**config.mk**
```make
export PLATFORM = sky130hd
export DESIGN_NAME = subtrator_serial
export DESIGN_NICKNAME = d
export VERILOG_FILES = /design/src/rtl/subtrator_serial.sv
export SDC_FILE = /design/constraint.sdc
export NUM_CORES = 1
export LEC_CHECK = 0
export ABC_AREA = 1
export CAP_MARGIN = 20
export CORE_MARGIN = 1
export CORE_UTILIZATION = 50
export DETAILED_ROUTE_END_ITERATION = 6
export PLACE_DENSITY = 0.73
export SKIP_LAST_GASP = 1
export SLEW_MARGIN = 40
export SYNTH_ARGS = -nofsm -noshare
export SYNTH_HDL_FRONTEND = slang
export SYNTH_SLANG_ARGS = --single-unit
```
**constraint.sdc**
```tcl
create_clock -name clock -period 4 [get_ports clock]
set_input_delay 0.4 -clock clock [delete_from_list [all_inputs] [get_ports clock]]
set_output_delay 0.4 -clock clock [all_outputs]
set_load 0.02 [all_outputs]
```
**src/rtl/subtrator_serial.sv**
```systemverilog
// Multi-cycle unsigned subtractor: computes s = a - b one CHUNK-bit slice per
// clock with a rippled borrow, using a start/busy/done handshake.
module subtrator_serial #(
    parameter int unsigned WIDTH = 44,
    parameter int unsigned CHUNK = 11
) (
    input  logic             clock,
    input  logic             reset_n,
    input  logic             start,
    input  logic [WIDTH-1:0] a,
    input  logic [WIDTH-1:0] b,
    output logic             busy,
    output logic             done,
    output logic [WIDTH-1:0] s,
    output logic             borrow,
    output logic             zero
);

    localparam int unsigned NSLICE = WIDTH / CHUNK;
    localparam int unsigned IDXW   = (NSLICE > 1) ? $clog2(NSLICE) : 1;
    localparam int unsigned SW     = CHUNK + 1;

    typedef enum logic [1:0] {
        IDLE = 2'd0,
        CALC = 2'd1,
        DONE = 2'd2
    } state_e;

    state_e            state_q, state_d;
    logic [WIDTH-1:0]  a_q, a_d;
    logic [WIDTH-1:0]  b_q, b_d;
    logic [WIDTH-1:0]  acc_q, acc_d;
    logic [WIDTH-1:0]  s_q, s_d;
    logic [IDXW-1:0]   idx_q, idx_d;
    logic              bin_q, bin_d;
    logic              busy_q, busy_d;
    logic              done_q, done_d;
    logic              borrow_q, borrow_d;
    logic              zero_q, zero_d;

    logic [31:0]       lo_c;
    logic [SW-1:0]     diff_c;
    logic              last_c;

    // Slice arithmetic for the slice currently selected by idx.
    always_comb begin
        lo_c   = 32'(idx_q) * 32'(CHUNK);
        diff_c = {1'b0, a_q[lo_c +: CHUNK]} - {1'b0, b_q[lo_c +: CHUNK]} - SW'(bin_q);
        last_c = (idx_q == IDXW'(NSLICE - 1));
    end

    // State register and all datapath/output registers.
    always_ff @(posedge clock or negedge reset_n) begin
        if (!reset_n) begin
            state_q  <= IDLE;
            a_q      <= '0;
            b_q      <= '0;
            acc_q    <= '0;
            s_q      <= '0;
            idx_q    <= '0;
            bin_q    <= 1'b0;
            busy_q   <= 1'b0;
            done_q   <= 1'b0;
            borrow_q <= 1'b0;
            zero_q   <= 1'b0;
        end else begin
            state_q  <= state_d;
            a_q      <= a_d;
            b_q      <= b_d;
            acc_q    <= acc_d;
            s_q      <= s_d;
            idx_q    <= idx_d;
            bin_q    <= bin_d;
            busy_q   <= busy_d;
            done_q   <= done_d;
            borrow_q <= borrow_d;
            zero_q   <= zero_d;
        end
    end

    // Next-state and next-output logic; published results only move on completion.
    always_comb begin
        state_d  = state_q;
        a_d      = a_q;
        b_d      = b_q;
        acc_d    = acc_q;
        s_d      = s_q;
        idx_d    = idx_q;
        bin_d    = bin_q;
        busy_d   = busy_q;
        done_d   = 1'b0;
        borrow_d = borrow_q;
        zero_d   = zero_q;

        case (state_q)
            IDLE: begin
                if (start) begin
                    a_d     = a;
                    b_d     = b;
                    bin_d   = 1'b0;
                    idx_d   = '0;
                    busy_d  = 1'b1;
                    state_d = CALC;
                end
            end
            CALC: begin
                acc_d[lo_c +: CHUNK] = diff_c[CHUNK-1:0];
                bin_d = diff_c[CHUNK];
                idx_d = IDXW'(idx_q + 1'b1);
                if (last_c) begin
                    s_d      = acc_d;
                    borrow_d = diff_c[CHUNK];
                    zero_d   = (acc_d == '0);
                    busy_d   = 1'b0;
                    done_d   = 1'b1;
                    idx_d    = '0;
                    state_d  = DONE;
                end
            end
            DONE: begin
                state_d = IDLE;
            end
            default: begin
                state_d = IDLE;
                busy_d  = 1'b0;
            end
        endcase
    end

    assign busy   = busy_q;
    assign done   = done_q;
    assign s      = s_q;
    assign borrow = borrow_q;
    assign zero   = zero_q;

endmodule

```
==> out/metrics.yaml, run 1 <==
status:
  outcome: "finished clean"
setup_path:
  critPathLaunchType: "flip-flop"
  critical-path-top-cell-by-count: "nor2_1"
  crit_path_max_incr_delay_ns: 0.58
  crit_path_max_fanout: 36
  cell_depth_of_the_worst_flop_to_flop_path: 18
  worst_path_max_delay_cell: "fa_1"
  worstPathBufferInverterCount: 2
  crit_arrival_ns: 3.91
  cp_cell_sequence: "inv_2 -> o21ai_0 -> o22ai_1 -> fa_1 -> inv_1 -> fa_1 -> nor2_1 -> a21boi_1 -> nand2_1 -> nor2_1 -> nand2_1 -> nor2_1 -> nand3_1 -> nor2_1 -> nand3_1 -> nor2_1 -> nand4_1 -> o21bai_1"
  critPathRequiredTime_ns: 4.36
  startpoint: "idx_q[1]"
  crit_family: "simple AND/OR/NAND/NOR gates"
  path_depth: 18
  critPathCaptureType: "flip-flop"
  kind_of_critical_path: "flip-flop to flip-flop"
  timing.rr.start: "idx_q[1]"
sta:
  slew_viol_final: 0
  fin_tns_setup_ns: 0
  timing.clock.skew_ns: 0.00685
  setup_viol: 0
  max-slew-margin-rel: 0.493
  worst_slew_pin_slew_ns: 0.760
  rsz0062_at_grt: "no"
  final-hold-violation-count: 0
  min_period_ns: 3.54
  timing.final.crit_share: 0.886
  max_freq_mhz: 282
pwr:
  switching_share: 0.490
  seq_power_share: 0.276
  pwr-share-clk: 0.138
  leakage_nw: 5.59
  power_density_nw_per_um2: 1030
  max-vdd-ir-drop_mv: 0.502
  power.net_switching_mw: 5.61
  comb_power_share: 0.586
  internal_power_mw: 5.85
clock_network:
  worstSkewPairLatency_ns: 0.44
  cts-htree-levels: 4
  tritoncts: "built"
  clock_sink_count: 185
  clk_pin_slew_worst_paths_ns: 0.07
  clk_root_buffer_cell: "clkbuf_16"
  postCtsResizedCells: 0
  cts-buffers-inserted: 17
  clock_path_buffers: 2
  cts.repair_timing.setup_buffer_count: 0
  cts-hold-fix-buffers: 0
global_route:
  pin_count_of_the_biggest_net_entering_global_routing: 92
  grt_pass1_wl_um: 38400
  grt_overflow_total: 0
  grt_antenna_before_repair: 0
  globalRouteTotalUtil: 0.270
  grt_pass1_vias: 7638
detailed_routing:
  wl_um: 23400
  detail_route.first_pass.iterations: 5
  routed-via-count: 7977
  detail_route.vias_per_cell: 5.20
  wl_per_cell_um: 15.2
  drtAntennaViolNets: 0
  residual_drc: 0
  dr.first_iter.drc_count: 752
finish:
  utilization: 0.639
  layout.nets: 1414
  final_layout_size_suffix_gt1_frac: 0.0450
  most_common_cell_after_layout_fill_and_taps_aside: "nand2_1"
  area.growth.synth_to_final_pct: 23.4
  antenna_cells: 0
  final_cell_mix: "nand2_1, dfrtp_1, clkdlybuf4s50_1"
die:
  io_pins: 139
  fp.dieArea_um2: 18600
  floorplan.rows: 48
  die_h_um: 137
  die_w_um: 137
  design.core.area_um2: 17500
  starting_density_of_the_core: 0.518
hold_path:
  min_path_type: "primary input to async pin"
logic_synthesis:
  syn-mean-instance-area_um2: 7.66
  syn-num-nets: 1299
  ys_ff_latch: 185
  postSynthCellCount: 1182
  synth.lib_cells_used.distinct: 32
  post_synth_instance_area_um2: 9050
  synthesis.yosys.warnings: 0
  seq_area_frac_synth: 0.512
placement:
  io_buf_count: 138
  detailedPlacementHpwl_um: 16700
  gp_congestion: 0.906
flow_run:
  max-cap-violations: 0
cells by family (layout without fill, tap and decap cells):
group,Yosys count,in the layout,synth area share
AO/OA/AOI/OAI,146,146,0.0919
XOR/XNOR,1,1,0.000968
adder cells (fa/ha/maj),26,26,0.0376
buffers and inverters,144,272,0.0622
flip-flops,185,185,0.512
AND/OR/NAND/NOR,680,680,0.296
Yosys cell counts:
cell / count / area share
nand3_2: 4 / 0.0044
clkinv_1: 1 / 0.00041
a32oi_1: 1 / 0.00097
nand4_1: 16 / 0.011
nor2_1: 69 / 0.029
o21ai_1: 3 / 0.0017
o21ai_0: 86 / 0.048
dfrtp_1: 185 / 0.51
a22o_1: 1 / 0.00097
a32o_1: 10 / 0.011
o21bai_1: 2 / 0.0017
nand2_2: 4 / 0.0028
nand2_1: 552 / 0.23
a21oi_1: 16 / 0.0088
buf_2: 6 / 0.0033
buf_6: 2 / 0.0025
inv_2: 4 / 0.0017
clkbuf_1: 43 / 0.018
o21a_1: 2 / 0.0017
a31oi_1: 12 / 0.0083
and2_1: 1 / 0.00069
nand3b_1: 1 / 0.00083
buf_1: 5 / 0.0021
o22ai_1: 11 / 0.0076
nor3_1: 2 / 0.0011
fa_1: 2 / 0.0044
a21boi_1: 2 / 0.0017
inv_1: 83 / 0.034
nor2_2: 1 / 0.00069
ha_1: 24 / 0.033
nand3_1: 30 / 0.017
xor2_1: 1 / 0.00097
metal layers:
metal  routed length (um)  vias up  global-route usage  share of wire
li1                     -     3951                   -              -
met1                10300     3666               0.359           0.44
met2                11100      312               0.441           0.47
met3                 1340       48              0.0463          0.057
met4                  643        0               0.102          0.027
met5                    0        -                   0              0
per-stage QoR:
stage / worst slack, ns / hold WS, ns / power, mW / std cells / area, um2
final: 0.455 / 0.00223 / 11.5 / 1535 / 11200
after global routing: 0.0924 / 0.0803 / 12.5 / 1535 / 11200
after CTS: 0.469 / 0.0775 / 11.4 / 1535 / 11200
after detailed placement: 0.505 / 0.466 / 9.83 / 1503 / 10600
after global placement: 0.600 / 0.464 / 9.72 / 1503 / 10600
after floorplan: 0.641 / 0.104 / 7.77 / 1182 / 9050
power by group through the flow:
stage / clock network [mW] / registers (mW) / logic (mW)
6_report: 1.58 / 3.17 / 6.71
2_1_floorplan: 0 / 3.27 / 4.50
3_5_place_dp: 0 / 3.19 / 6.64
4_1_cts: 1.59 / 3.17 / 6.68
3_3_place_gp: 0 / 3.18 / 6.54
5_1_grt: 1.66 / 3.25 / 7.59
final timing paths:
check                                to  slack, ns
worst max-delay path               zero       0.46
worst min-delay path              s[37]      0.002
worst max register to register     zero       0.46
worst min register to register    s[18]       0.48
max in group asynchronous       a_q[39]       3.11
min in group clock                s[18]       0.48
registers in the layout, indices dropped and copies added (netlist names):
name,count
s,44
state_q,2
idx_q,2
bin_q,1
done,1
a_q,44
b_q,44
zero,1
acc_q,44
borrow,1
busy,1
area by class of cell:
class	count	area, um2
Timing Repair Buffer	152	1520
Multi-Input combinational cell	853	3860
Clock inverter	9	67.6
Fill cell	1562	6310
Inverter	88	333
Tap cell	225	282
Sequential cell	185	4630
Clock buffer	23	478
Note: power is estimated with default switching activity, not from simulation.
==> inputs of run 2 (changes only) <==
CORE_UTILIZATION = 47   (was 50)
PLACE_DENSITY = 0.69   (was 0.73)
==> run 2 against run 1 <==
Net effect:
- global-route usage decreased by 1.9 points
- power increased by 0.73%
- final cell count increased by 0.98%
- via count decreased by 0.65%
- critical path type unchanged
- highest routed layer unchanged
==> out/metrics.yaml, run 2 (synthesis gave the netlist of run 1 again) <==
status:
  outcome: "finished clean"
pwr:
  internal_power_mw: 5.95  # +1.7%
  comb_power_share: 0.581  # -0.005
  switching_share: 0.485  # -0.00493
  power_density_nw_per_um2: 1020  # -0.29%
  leakage_nw: 5.65  # +1.2%
  seq_power_share: 0.274  # -0.002
  max-vdd-ir-drop_mv: 0.570  # +13%
  power.net_switching_mw: 5.59  # -0.28%
  pwr-share-clk: 0.145  # +0.007
clock_network:
  clock_path_buffers: 2  # unchanged
  cts-buffers-inserted: 17  # unchanged
  clk_root_buffer_cell: "clkbuf_16"
  worstSkewPairLatency_ns: 0.44  # about the same
  postCtsResizedCells: 0  # unchanged
  clock_sink_count: 185  # unchanged
  tritoncts: "built"
  clk_pin_slew_worst_paths_ns: 0.07  # about the same
  cts-htree-levels: 4  # unchanged
setup_path:
  rr_endpoint: "zero"
  worstPathBufferInverterCount: 4  # +2
  kind_of_critical_path: "flip-flop to flip-flop"
  critical-path-top-cell-by-count: "nand2_1"
  critPathLaunchType: "flip-flop"
  critPathRequiredTime_ns: 4.36  # about the same
  worst_path_max_delay_cell: "dfrtp_2"
  crit_path_max_incr_delay_ns: 0.43  # -0.15 ns
  crit_path_end: "zero"
  crit_arrival_ns: 3.78  # -0.13 ns
  path_depth: 22  # +4
  crit_family: "simple AND/OR/NAND/NOR gates"
  cell_depth_of_the_worst_flop_to_flop_path: 22  # +4
  critPathCaptureType: "flip-flop"
  rrSetupSlack_ns: 0.58  # +0.12 ns
  startpoint: "idx_q[0]"
  crit_path_max_fanout: 23  # -36%
  cp_cell_sequence: "inv_2 -> buf_4 -> nand2_1 -> a32o_1 -> ha_1 -> inv_1 -> ha_1 -> nand2_1 -> nand2_1 -> a21oi_1 -> nand2_1 -> nand2_1 -> nand2_1 -> nand2_1 -> nand2_1 -> inv_1 -> nand3_1 -> nor2_1 -> nand3_1 -> nor2_1 -> nand3_1 -> o21bai_1"
  timing.rr.start: "idx_q[0]"
finish:
  final_layout_size_suffix_gt1_frac: 0.0494  # +0.00435
  filler_cell_count: 1729  # +11%
  most_common_cell_after_layout_fill_and_taps_aside: "nand2_1"
  multiInputGateArea_um2: 3860  # unchanged
  utilization: 0.601  # -0.0378
  layout.nets: 1420  # +0.42%
  seqCellArea_um2: 4630  # unchanged
  antenna_cells: 0  # unchanged
  final_cell_mix: "nand2_1, dfrtp_1, clkdlybuf4s50_1"
  area.growth.synth_to_final_pct: 24.7
global_route:
  groute.layer.met2.usage: 0.397  # -0.0444
  grt_busiest_layer: "met2"
  grt_pass1_vias: 7599  # -0.51%
  grt_pass1_wl_um: 38600  # +0.43%
  gr-usage-met1: 0.345  # -0.0147
  pin_count_of_the_biggest_net_entering_global_routing: 109  # +18%
  grt_overflow_total: 0  # unchanged
  grt_antenna_before_repair: 0  # unchanged
  globalRouteTotalUtil: 0.251  # -0.0187
  gr-usage-met3: 0.0418  # -0.00452
sta:
  max-slew-margin-rel: 0.442  # -0.0508
  final-hold-violation-count: 0  # unchanged
  setup_viol: 0  # unchanged
  max_freq_mhz: 292  # +3.7%
  rsz0062_at_grt: "no"
  timing.final.crit_share: 0.855  # -0.0312
  min_period_ns: 3.42  # -0.125 ns
  timing.clock.skew_ns: 0.0153  # +0.00841 ns
  slew_viol_final: 0  # unchanged
  worst_slew_pin_slew_ns: 0.836  # +0.0761 ns
  fin_tns_setup_ns: 0  # unchanged
die:
  floorplan.rows: 50  # +4.2%
  starting_density_of_the_core: 0.482  # -0.0356
  design.core.area_um2: 18800  # +7.4%
  die_h_um: 141  # +3.1%
  io_pins: 139  # unchanged
  die_w_um: 141  # +3.1%
  fp.dieArea_um2: 19800  # +6.3%
detailed_routing:
  residual_drc: 0  # unchanged
  routed-via-count: 7925  # -0.65%
  detail_route.first_pass.iterations: 5  # unchanged
  dr.first_iter.drc_count: 637  # -15%
  drtAntennaViolNets: 0  # unchanged
  detail_route.vias_per_cell: 5.11  # -1.6%
  wl_per_cell_um: 15.2  # -0.42%
  wl_um: 23500  # +0.55%
flow_run:
  max-cap-violations: 0  # unchanged
placement:
  io_buf_count: 138  # unchanged
  gp_congestion: 0.936  # +3.3%
  detailedPlacementHpwl_um: 16900  # +1.5%
hold_path:
  min_path_type: "primary input to async pin"
[run 2: area by class of cell]
| class | instances | share of cell area |
|---|---|---|
| flip-flops and latches | 185 | 0.410 |
| multi-input cells | 853 | 0.342 |
| repair buffers | 158 | 0.141 |
| clock buffers | 22 | 0.0420 |
| inverters | 88 | 0.0295 |
| well taps | 234 | 0.0259 |
| clock inverters | 10 | 0.00942 |
[run 2: how the worst min path moves through the flow]
stage	slack [ns]	depth (start not counted)	start	endpoint
after floorplan	0.10	0	reset_n	a_q[0]
after global placement	0.46	2	b_q[24]	b_q[24]
after detailed placement	0.46	2	b_q[31]	b_q[31]
after CTS	0.05	1	reset_n	acc_q[13]
after global routing	0.43	2	reset_n	acc_q[2]
final	0.43	2	reset_n	acc_q[38]
[run 2: layer usage]
layer  up-vias  routed length, um
met5         -                  0
met4         0                744
met1      3602              10500
li1       3975                  -
met2       303              10900
met3        45               1360
[run 2: metrics by stage]
| step | total power [mW] | hold slack [ns] | instance area (um2) | setup WS, ns | instances |
|---|---|---|---|---|---|
| floorplan | 7.77 | 0.104 | 9050 | 0.641 | 1182 |
| global placement | 9.68 | 0.461 | 10700 | 0.718 | 1516 |
| detailed placement | 9.81 | 0.461 | 10700 | 0.642 | 1516 |
| CTS | 11.5 | 0.0520 | 11200 | 0.609 | 1548 |
| global route | 12.6 | 0.432 | 11300 | 0.213 | 1550 |
| finish | 11.5 | 0.426 | 11300 | 0.580 | 1550 |
[run 2: timing repair]
action | CTS | global route
hold endpoints to repair | 0 | 31
buffers inserted | 0 | 0
hold buffers | 0 | 1
[run 2: power by group through the flow]
stage | registers [mW] | clock network [mW] | logic (mW)
after CTS | 3.16 | 1.70 | 6.67
final | 3.16 | 1.68 | 6.71
after global placement | 3.18 | 0 | 6.49
after floorplan | 3.27 | 0 | 4.50
after detailed placement | 3.18 | 0 | 6.63
after global routing | 3.25 | 1.77 | 7.56
==> edit, RTL diff (settings of run 2) <==
`WIDTH`: 44 -> 66.
--- a/src/rtl/subtrator_serial.sv
+++ b/src/rtl/subtrator_serial.sv
@@ -3,3 +3,3 @@
 module subtrator_serial #(
-    parameter int unsigned WIDTH = 44,
+    parameter int unsigned WIDTH = 66,
     parameter int unsigned CHUNK = 11
Ports: changed (resized a, b and s); port bits go from 139 to 205. No check against the original RTL was run, so the function may have changed too.
==> edit against run 2 <==
  * Final area up 52%
  * Area after synthesis up 45%
  * Clock skew fell by 4.1 ps
  * Die area increased by 44%
  * First-iteration DRC count is 63% higher
  * Wire length increased by 68%
  * Fmax decreased by 9.6%
  * Worst setup slack worse by 360 ps
  * Sequential share of layout area decreased by 1.0 points
  * Sequential cell count up 89
  * Largest cell class unchanged
Power is left out: the tool's default activity adds up to more than one toggle a clock period on the data nets, which glitch-free logic cannot reach.
==> edit: results (changes against run 2) <==
* Wl on met1 at 17.15 mm (+63%)
* Non-clock buffers at 279 (+77%)
* Post-Synth XOR/XNOR Area at 0.001338 (+0.0003699)
* Fill cells at 2408 (+39%)
* Avg Cell Area, Syn at 7.832 um2 (+2.3%)
* Cell variety after synth at 43 (+34%)
* First-pass GRT wire length at 62.79 mm (+63%)
* Synth Area in Compound Gates at 0.1245 (+0.03256)
* Slew headroom at 0.4969 (+0.05493)
* Non-CTS inverters at 95 (+8.0%)
* Buffer share of cell area at 0.1612 (+0.02054)
* Clock network share of area at 0.06228 (+0.01083)
* Routing usage on met3 at 0.03133 (-0.01045)
* Inst Count DP at 2215 (+46%)
* Multi-input gate area at 5614 um2 (+45%)
* Global-route usage over all layers at 0.2785 (+0.02724)
* Via Count at 12128 (+53%)
* Met1 GRT Util at 0.3773 (+0.03254)
* Via density at 5.291 (+3.5%)
* Setup Skew at 11.18 ps (-4.081 ps)
* Total die area at 28530 um2 (+44%)
* CP max FO at 15 (-35%)
* 1st-iter DRT viols at 1040 (+63%)
* Placed cell area at 15740 um2 (+48%)
* CTS Buf Count at 30 (+13)
* Seq/total area at 0.3999 (-0.01049)
* Area contributors post-synth: dfrtp_1 (52%), nand2_1 (20%), o21ai_0 (8.8%)
* Layout cell share with drive strength beyond 1 at 0.09844 (+0.04905)
* CP arrival at 4270 ps (+490 ps)
* Clock latency on the worst-skew pair at 550 ps (+110 ps)
* Status: finished clean
* Post-Synth Adder-Cell Area at 0.02503 (-0.01257)
edit: cell count changes in the layout (fill, tap and decap cells not counted), moves of 38 or more:
cell and change:
clkdlybuf4s50_1 +66, dfrtp_1 +87, o21ai_0 +138, buf_4 +46, nand2_1 +137, nor2_1 +38
edit: what timing repair did:
| item | 4_1_cts | 5_1_grt |
|---|---|---|
| endpoints found under the setup margin | 0 | 4 |
| gates resized for setup | 0 | 42 |
| hold buffers | 1 | 0 |
| buffers inserted | 0 | 17 |
| endpoints found under the hold margin | 55 | 0 |
edit: path summary, 6_finish.rpt:
path	endpoint	from	cells after the start	slack, ps
worst max-delay path	zero	idx_q[0]	20	220
worst max register to register	zero	idx_q[0]	20	220
worst min-delay path	s[11]	reset_n	2	380
min in group clock	b_q[18]	b[18]	3	390
max in group asynchronous	idx_q[1]	reset_n	4	2500
worst min register to register	busy	state_q[0]	1	460
